===== src/rtl/divider_pkg.sv =====
// Shared constants and divisor helpers for the multi-channel clock divider.
package divider_pkg;

    localparam int DIV_CW_DEFAULT = 8;
    localparam int NCH_DEFAULT    = 10;
    localparam int DIV_CW_MAX     = 16;

    // Effective divisor: 0 means the channel is off, 1 is promoted to 2.
    function automatic logic [DIV_CW_MAX-1:0] eff_div(input logic [DIV_CW_MAX-1:0] d);
        logic [DIV_CW_MAX-1:0] e;
        if (d == '0)
            e = '0;
        else if (d == DIV_CW_MAX'(1))
            e = DIV_CW_MAX'(2);
        else
            e = d;
        return e;
    endfunction

    function automatic logic [DIV_CW_MAX-1:0] rst_div(input int i);
        return DIV_CW_MAX'(2 * (i + 1));
    endfunction

endpackage


===== src/rtl/div_channel.sv =====
// One divider channel: counter, active/pending divisor and registered clock output.
// Optional terminal-count pulse output when DIVIDER_TICK_EN is defined.
module div_channel
    import divider_pkg::*;
#(
    parameter int CW  = DIV_CW_DEFAULT,
    parameter int IDX = 0
) (
    input  logic          clk,
    input  logic          rst_n,
    input  logic          en,
    input  logic          wr,
    input  logic [CW-1:0] wr_div,
    output logic          pend_v,
    output logic          cout
`ifdef DIVIDER_TICK_EN
    ,output logic         tick
`endif
);

    localparam logic [CW-1:0] RST_DIV = CW'(rst_div(IDX));

    logic [CW-1:0] cnt_reg;
    logic [CW-1:0] div_reg;
    logic [CW-1:0] pend_reg;
    logic          pend_v_reg;
    logic          cout_reg;
    logic [CW-1:0] e;
    logic          running;
    logic          tc;

    assign e       = CW'(eff_div(DIV_CW_MAX'(div_reg)));
    assign running = en && (div_reg != '0);
    assign tc      = running && (cnt_reg == e - CW'(1));

    always_ff @(posedge clk or negedge rst_n) begin
        if (!rst_n) begin
            cnt_reg    <= '0;
            div_reg    <= RST_DIV;
            pend_reg   <= '0;
            pend_v_reg <= 1'b0;
            cout_reg   <= 1'b0;
        end else if (!running) begin
            // Idle channel: any new or pending divisor takes effect immediately.
            cnt_reg  <= '0;
            cout_reg <= 1'b0;
            if (wr)
                div_reg <= wr_div;
            else if (pend_v_reg)
                div_reg <= pend_reg;
            pend_v_reg <= 1'b0;
        end else begin
            cout_reg <= (cnt_reg < (e >> 1));
            cnt_reg  <= tc ? '0 : cnt_reg + CW'(1);
            if (tc) begin
                if (wr)
                    div_reg <= wr_div;
                else if (pend_v_reg)
                    div_reg <= pend_reg;
                pend_v_reg <= 1'b0;
            end else if (wr) begin
                pend_reg   <= wr_div;
                pend_v_reg <= 1'b1;
            end
        end
    end

`ifdef DIVIDER_TICK_EN
    logic tick_reg;

    always_ff @(posedge clk or negedge rst_n) begin
        if (!rst_n)
            tick_reg <= 1'b0;
        else
            tick_reg <= tc;
    end

    assign tick = tick_reg;
`endif

    assign pend_v = pend_v_reg;
    assign cout   = cout_reg;

endmodule


===== src/rtl/multi_divider.sv =====
// NCH independent programmable clock dividers with a shared divisor write port.
// Define DIVIDER_TICK_EN to add the per-channel terminal-count pulse outputs.
module multi_divider
    import divider_pkg::*;
#(
    parameter int  NCH = NCH_DEFAULT,
    parameter int  CW  = DIV_CW_DEFAULT,
    localparam int CHW = (NCH > 1) ? $clog2(NCH) : 1
) (
    input  logic           clk,
    input  logic           rst_n,
    input  logic [NCH-1:0] en,
    input  logic           cfg_valid,
    output logic           cfg_ready,
    input  logic [CHW-1:0] cfg_ch,
    input  logic [CW-1:0]  cfg_div,
    output logic [NCH-1:0] cout
`ifdef DIVIDER_TICK_EN
    ,output logic [NCH-1:0] tick
`endif
);

    logic [NCH-1:0]      pend_v;
    // Padded to the full index range so out-of-range channels read as never busy.
    logic [2**CHW-1:0]   pend_ext;
    logic                cfg_fire;

    assign cfg_ready = !pend_ext[cfg_ch];
    assign cfg_fire  = cfg_valid && cfg_ready;

    for (genvar gi = 0; gi < 2**CHW; gi++) begin : g_chan
        if (gi < NCH) begin : g_real
            div_channel #(
                .CW  (CW),
                .IDX (gi)
            ) u_chan (
                .clk    (clk),
                .rst_n  (rst_n),
                .en     (en[gi]),
                .wr     (cfg_fire && (cfg_ch == CHW'(gi))),
                .wr_div (cfg_div),
                .pend_v (pend_v[gi]),
                .cout   (cout[gi])
`ifdef DIVIDER_TICK_EN
                ,.tick  (tick[gi])
`endif
            );
            assign pend_ext[gi] = pend_v[gi];
        end else begin : g_pad
            assign pend_ext[gi] = 1'b0;
        end
    end

endmodule

===== config.mk =====
export PLATFORM = sky130hd
export DESIGN_NAME = multi_divider
export DESIGN_NICKNAME = d
export VERILOG_FILES = /design/src/rtl/divider_pkg.sv /design/src/rtl/div_channel.sv /design/src/rtl/multi_divider.sv
export SDC_FILE = /design/constraint.sdc
export NUM_CORES = 1
export LEC_CHECK = 0
export ABC_AREA = 1
export BUFFER_PORTS_ARGS = -buffer_cell sky130_fd_sc_hd__clkbuf_2
export CELL_PAD_IN_SITES_DETAIL_PLACEMENT = 1
export CELL_PAD_IN_SITES_GLOBAL_PLACEMENT = 2
export CORE_MARGIN = 2
export CORE_UTILIZATION = 41
export DETAILED_ROUTE_END_ITERATION = 8
export GPL_ROUTABILITY_DRIVEN = 0
export PLACE_DENSITY_LB_ADDON = 0.1
export SLEW_MARGIN = 0
export SYNTH_ARGS = -nofsm -noshare
export SYNTH_HDL_FRONTEND = slang
export SYNTH_SLANG_ARGS = --single-unit

===== constraint.sdc =====
create_clock -name clk -period 5.65 [get_ports clk]
set_clock_uncertainty 0.2 [all_clocks]
set_input_delay 1.13 -clock clk [delete_from_list [all_inputs] [get_ports clk]]
set_output_delay 1.13 -clock clk [all_outputs]
set_load 0.1 [all_outputs]

==> summary.txt, run 1 <==
Floorplan
  • Die area: 0.0425 mm²
  • Die height: 206 µm
  • Initial Util: 41.3%
  • Core area: 0.0406 mm²
  • Die width: 206 µm
  • I/O Pins: 36
  • FP Rows: 74

Cells and area
  • Finished Layout Cells: 2,808
  • Fraction of layout cells with a size suffix above 1: 8.79%
  • Fin nets: 2,365
  • Ant. Diodes: 0
  • Final core utilization: 45.3%
  • Finished Cell Area: 0.0184 mm²
  • P&R area growth vs syn: 9.62%

Clock tree
  • Post-CTS Hold Fix Bufs: 0
  • Post-CTS Setup Inserts: 0
  • Clk slew on worst S/H paths: 0.06 ns
  • Max clock buf depth: 3
  • CTS Buf Count: 35
  • CTS resizes: 0
  • Later-pin clock latency in the skew report: 0.54 ns
  • H-Tree Depth: 2
  • CTS Root Buffer Type: clkbuf_16
  • Clk sinks: 260
  • CTS tree: yes

Global routing
  • Largest net degree at the start of global routing: 94
  • Met3 Use GR: 2.65%
  • Grt met1 use: 28.7%
  • Vias in the first global route: 15,200
  • Met2 GRT Util: 39.0%
  • GRT Residual Overflow: 0
  • First-pass GRT wire length: 76.3 mm
  • GRT busiest layer: met2
  • Antenna violations before repair: 0
  • GRT Total Usage: 22.1%

STA
  • Unrepaired setup endpoints after global routing: no
  • Fin. Hold Viols: 0
  • Slew margin rel.: 28.9%
  • Fmax: 259 MHz
  • Final period util: 68.4%
  • Max-slew violations: 0
  • Fin crit period: 3.87 ns
  • # setup viols final: 0
  • Setup Total Neg Slack: 0 ns
  • Min Hold Slack: 0.268 ns
  • Worst-margin pin slew: 1.06 ns

Synthesis
  • Top-area cell type share of the netlist area: 36.3%
  • Most frequent cell after synthesis: nand2_1
  • Sequential fraction of the synthesis area: 38.9%
  • Post-Syn Area: 0.0168 mm²
  • Post-synth top cells: 774 x nand2_1, 243 x dfrtp_1, 212 x inv_1
  • Post-synthesis compound-gate area fraction: 3.83%
  • Top_reg_cell synth: dfrtp_1
  • Mapped Avg Cell Area: 7.48 µm²
  • EDFF count, synth: 0
  • Post-synthesis adder-cell area fraction: 6.72%
  • Area leader, netlist: dfrtp_1
  • Post-Synth XOR/XNOR Area: 6.01%
  • Post-Synth Simple-Gate Area: 36.8%
  • Synthesized flop and latch total: 260
  • Combinational family with the most area after synthesis: simple AND/OR/NAND/NOR gates
  • Fraction of registers with async set/reset: 100%
  • Yosys warning total: 0
  • Post-synth cell types: 50
  • Synth Instances: 2,240
  • Synth area leaders: dfrtp_1 36%, nand2_1 17%, ha_1 6.7%, nand3_1 5.3%, inv_1 4.7%
  • Syn_nets: 2,355
  • Mux cell area share after synthesis: 0%

Power
  • Maximum VDD drop: 0.000224 V
  • Pwr/cell area: 294 mW/mm²
  • P_leak: 9.76 nW

Route
  • DRT Wirelength: 44.7 mm
  • Antenna Nets Post-Route: 0
  • Detailed Route Iter0 Violations: 621
  • Wire length per cell: 15.9 µm
  • TritonRoute pass-1 iters: 4
  • Vias: 14,400
  • Vias per cell: 5.11
  • # DRC: 0

Worst setup path
  • Critical path's largest stage delay: 0.54 ns
  • Crit-path cells: clkbuf_2, nor2_4, inv_2, nor2_1, nor4_2, nor2_2, clkbuf_2
  • Crit. End Element: primary output
  • CP max stage cell: clkbuf_2
  • Crit path required time: 4.32 ns
  • WP data arrival: 2.54 ns
  • CP dominant cell by count: clkbuf_2
  • WP buf/inv: 3
  • Max FO, Critical Path: 5
  • Crit start category: primary input
  • Crit Path Category: primary input to primary output
  • Critical path's top delay family: buffers and inverters
  • R2r setup slk: 2.45 ns

Place
  • DP Cell Count: 2,745
  • Port bufs: 35
  • Post-detail-place hpwl: 31.1 mm
  • Dpl cell area: 0.0172 mm²

Status
  • Status: finished, final reports clean

Worst hold path
  • Worst min path class: flip-flop to flip-flop

Flow run
  • Max-cap viol count: 0
-- where the power goes --
| group | switching, W | total [W] | internal [W] | leakage, nW |
|---|---|---|---|---|
| clock network | 0.000873 | 0.00221 | 0.00133 | 0.568 |
| logic | 0.000756 | 0.00108 | 0.000323 | 5.64 |
| registers | 0.000118 | 0.00211 | 0.00199 | 3.55 |
-- cell type report --
type                       count  area, µm²
fill                        5070      22200
clock inverter                12       91.3
tap                          532        666
sequential                   260       6530
inverter                     224        853
multi-input combinational   1688       8940
clock buffer                  51       1050
timing repair buffer          41        243
-- layer usage --
metal  part of all wire, %  wire length [µm]
met3                   2.3              1030
met1                    47             21000
met2                    49             21900
met4                   1.7               769
met5                     0                 0
-- cells by family (layout without fill, tap and decap cells) --
family | Yosys count | count (layout)
and+or+nand+nor | 1371 | 1371
buffers and inverters | 292 | 328
DFF | 260 | 260
xor gates and xnor gates | 115 | 115
AOI/OAI and AO/OA | 112 | 112
adders and majority gates | 90 | 90
-- per-stage QoR --
| stage | power (W) | worst slack [ns] |
|---|---|---|
| after global routing | 0.00572 | 1.67 |
| after global placement | 0.00319 | 1.86 |
| after CTS | 0.00549 | 1.77 |
| after floorplan | 0.00294 | 1.91 |
| final | 0.00539 | 1.78 |
| after detailed placement | 0.00324 | 1.80 |
-- path summary, 6_finish.rpt --
| path | from | depth (start not counted) | endpoint |
|---|---|---|---|
| worst max-delay path | cfg_ch[1] | 7 | cfg_ready |
| worst max register to register | g_chan[4].g_real.u_chan.div_reg[1]$_DFFE_PN1P_ | 16 | g_chan[4].g_real.u_chan.div_reg[2]$_DFFE_PN0P_ |
| worst min-delay path | g_chan[7].g_real.u_chan.pend_reg[5]$_DFFE_PN0P_ | 2 | g_chan[7].g_real.u_chan.pend_reg[5]$_DFFE_PN0P_ |
| max in group asynchronous | rst_n | 2 | g_chan[9].g_real.u_chan.pend_reg[3]$_DFFE_PN0P_ |
| worst min register to register | g_chan[7].g_real.u_chan.pend_reg[5]$_DFFE_PN0P_ | 2 | g_chan[7].g_real.u_chan.pend_reg[5]$_DFFE_PN0P_ |
| min in group asynchronous | rst_n | 1 | g_chan[8].g_real.u_chan.cnt_reg[2]$_DFF_PN0_ |
-- tightest hold or removal path, cell delays in order (launching register included) --
cell and delay (ns):
dfrtp_1 0.34, nand2_1 0.05, nand2_1 0.05
-- cells in the final DEF (no fill, tap or decap), types with 3 or more instances in the layout --
| cell | instances |
|---|---|
| a21boi_0 | 3 |
| a21oi_1 | 50 |
| a41oi_1 | 3 |
| and3_1 | 11 |
| buf_4 | 5 |
| clkbuf_1 | 7 |
| clkbuf_16 | 37 |
| clkbuf_2 | 34 |
| clkbuf_8 | 7 |
| clkinv_2 | 9 |
| dfrtp_1 | 243 |
| dfstp_2 | 17 |
| ha_1 | 90 |
| inv_1 | 212 |
| inv_2 | 9 |
| nand2_1 | 774 |
| nand2_2 | 15 |
| nand2_4 | 24 |
| nand3_1 | 179 |
| nand3_2 | 13 |
| nand3_4 | 3 |
| nand3b_1 | 5 |
| nand4_1 | 92 |
| nor2_1 | 204 |
| nor2_2 | 5 |
| nor3_1 | 19 |
| nor3_4 | 4 |
| nor3b_1 | 8 |
| o211ai_1 | 8 |
| o21ai_0 | 28 |
| o21ai_1 | 3 |
| o21bai_1 | 7 |
| or2_2 | 4 |
| xnor2_1 | 35 |
| xor2_1 | 80 |
(Power assumes the default switching activity.)
==> run 2: changes to the inputs <==
--- a/config.mk
+++ b/config.mk
@@ -10,7 +10,7 @@
 export CELL_PAD_IN_SITES_DETAIL_PLACEMENT = 1
 export CELL_PAD_IN_SITES_GLOBAL_PLACEMENT = 2
 export CORE_MARGIN = 2
-export CORE_UTILIZATION = 41
+export CORE_UTILIZATION = 38
 export DETAILED_ROUTE_END_ITERATION = 8
 export GPL_ROUTABILITY_DRIVEN = 0
 export PLACE_DENSITY_LB_ADDON = 0.1
==> constraint.sdc (replaced) <==
create_clock -name clk -period 3.75 [get_ports clk]
set_clock_uncertainty 0.2 [all_clocks]
set_input_delay 0.75 -clock clk [delete_from_list [all_inputs] [get_ports clk]]
set_output_delay 0.75 -clock clk [all_outputs]
set_load 0.1 [all_outputs]
==> run 2 against run 1 <==
Compared with the run above:
- final area is 1.6% higher
- final cell count is 2.5% higher
- total power is 57% higher
- routed wire length is 0.38% higher
- core utilization is 2.1 points lower
- highest routed layer is now met5
- non-clock buffer count is 14 higher
- via count hardly changed
- clock power is 64% higher
- sequential power is 50% higher
==> summary.txt, run 2 (synthesis gave the netlist of run 1 again) <==
Worst hold path
  • Hold path cells: 2
  • Hold_sp: g_chan[2].g_real.u_chan.div_reg[1]$_DFFE_PN1P_
  • End of the worst hold path: g_chan[2].g_real.u_chan.div_reg[1]$_DFFE_PN1P_
  • Worst min path class: flip-flop to flip-flop

Floorplan
  • Die area: 0.0458 mm²
  • Die height: 214 µm
  • Core area: 0.0433 mm²
  • Die width: 214 µm
  • Initial Util: 38.7%
  • I/O Pins: 36
  • FP Rows: 76

Route
  • Vias per cell: 4.99
  • DRT Wirelength: 44.9 mm
  • Detailed Route Iter0 Violations: 638
  • Antenna Nets Post-Route: 0
  • Wire length per cell: 15.6 µm
  • Vias: 14,400
  • # DRC: 0
  • TritonRoute pass-1 iters: 6

STA
  • Fin. Hold Viols: 0
  • # setup viols final: 0
  • Unrepaired setup endpoints after global routing: no
  • Slew margin rel.: 50.7%
  • Setup Total Neg Slack: 0 ns
  • Final period util: 81.6%
  • Fin crit period: 3.06 ns
  • Fmax: 327 MHz
  • Final WS setup: 0.690 ns
  • Worst-margin pin slew: 0.739 ns
  • Max-slew violations: 0

Power
  • Logic pwr share: 19.6%
  • Net Sw Frac: 31.3%
  • Sequential power share: 37.5%
  • Internal power: 0.00581 W
  • Switch Pwr: 0.00265 W
  • Clock power share: 42.9%
  • Pwr/cell area: 453 mW/mm²
  • Maximum VDD drop: 0.000293 V
  • P_leak: 9.88 nW

Clock tree
  • Clk sinks: 260
  • CTS Root Buffer Type: clkbuf_16
  • Later-pin clock latency in the skew report: 0.56 ns
  • CTS tree: yes
  • Max clock buf depth: 3
  • Clk slew on worst S/H paths: 0.06 ns
  • CTS Buf Count: 35
  • Post-CTS Setup Inserts: 0
  • H-Tree Depth: 2

Global routing
  • Largest net degree at the start of global routing: 87
  • Antenna violations before repair: 3
  • GRT Total Usage: 20.0%
  • First-pass GRT wire length: 76.3 mm
  • Vias in the first global route: 15,200
  • GRT Residual Overflow: 0

Worst setup path
  • Launching point of the worst reg2reg path: g_chan[5].g_real.u_chan.div_reg[0]$_DFFE_PN0P_
  • Reg2reg end: g_chan[5].g_real.u_chan.div_reg[1]$_DFFE_PN0P_
  • Max FO, Critical Path: 5
  • Worst reg2reg path depth: 17
  • Crit. End Element: primary output
  • Crit start category: primary input
  • Worst setup path start: cfg_ch[1]
  • Crit path required time: 2.80 ns
  • WP data arrival: 2.11 ns
  • R2r setup slk: 0.69 ns
  • Crit Path Category: primary input to primary output

Place
  • Dpl ws: 0.583 ns
  • Post-detail-place hpwl: 31.7 mm
  • Port bufs: 35

Cells and area
  • Final core utilization: 43.2%
  • P&R area growth vs syn: 11.4%
  • Most frequent cells in the layout: 774 x nand2_1, 243 x dfrtp_1, 212 x inv_1
  • Fin nets: 2,379
  • Commonest non-fill, non-tap cell in the layout: nand2_1
  • Fraction of layout cells with a size suffix above 1: 9.30%

Status
  • Status: finished, final reports clean

Flow run
  • Max-cap viol count: 0
run 2: cell types whose count changed in the layout (fill, tap and decap cells not counted), moves of 2 or more:
cell       change
buf_4         +12
bufinv_16      +5
clkinv_2       -3
diode_2        +2
run 2: cell type report:
cell class              count  area (µm²)
fillers                  5408       24600
multi-input cells        1688        8940
flip-flops and latches    260        6530
clock buffers              50        1010
inverters                 224         853
well taps                 585         732
repair buffers             55         363
clock inverters            14         235
diodes                      2        5.00
run 2: worst max path at each step:
stage / end / slack [ns] / cells past startpoint
after floorplan: g_chan[3].g_real.u_chan.div_reg[4]$_DFFE_PN0P_ / 0.42 / 13
after global placement: g_chan[8].g_real.u_chan.pend_reg[5]$_DFFE_PN0P_ / 0.66 / 14
after detailed placement: g_chan[3].g_real.u_chan.pend_reg[5]$_DFFE_PN0P_ / 0.58 / 14
after CTS: g_chan[5].g_real.u_chan.div_reg[5]$_DFFE_PN0P_ / 0.66 / 17
after global routing: g_chan[5].g_real.u_chan.div_reg[6]$_DFFE_PN0P_ / 0.33 / 17
final: cfg_ready / 0.69 / 8
run 2: per-stage QoR:
step                cells  hold slack, ns  total power (W)  area, µm²
finish               2878           0.260          0.00845      18700
detailed placement   2811           0.255          0.00490      17400
global route         2877           0.283          0.00896      18700
CTS                  2876           0.248          0.00861      18700
floorplan            2240           0.242          0.00443      16800
global placement     2811           0.254          0.00485      17400
run 2: power groups by stage:
stage	combinational, W	clock, W	sequential, W
finish	0.00166	0.00362	0.00317
global route	0.00191	0.00384	0.00321
CTS	0.00169	0.00374	0.00318
detailed placement	0.00168	0	0.00322
global placement	0.00163	0	0.00322
floorplan	0.00126	0	0.00317
run 2: timing repair:
action / in CTS / in global routing
hold buffers: 1 / 0
hold endpoints to repair: 22 / 0
gates resized for setup: 0 / 0
run 2: critical path, stage by stage:
cell and delay (ns):
clkbuf_2 0.16, inv_2 0.06, nand2_4 0.10, inv_2 0.07, a22oi_1 0.14, o22ai_1 0.10, nor2_2 0.17, clkbuf_2 0.54
run 2: routing by layer:
metal	up-vias	global-route usage (%)	wire length, µm
met1	6970	26.2	21500
li1	7212	-	-
met5	-	0	13
met3	60	2.68	1110
met4	2	5.62	936
met2	113	34.4	21300
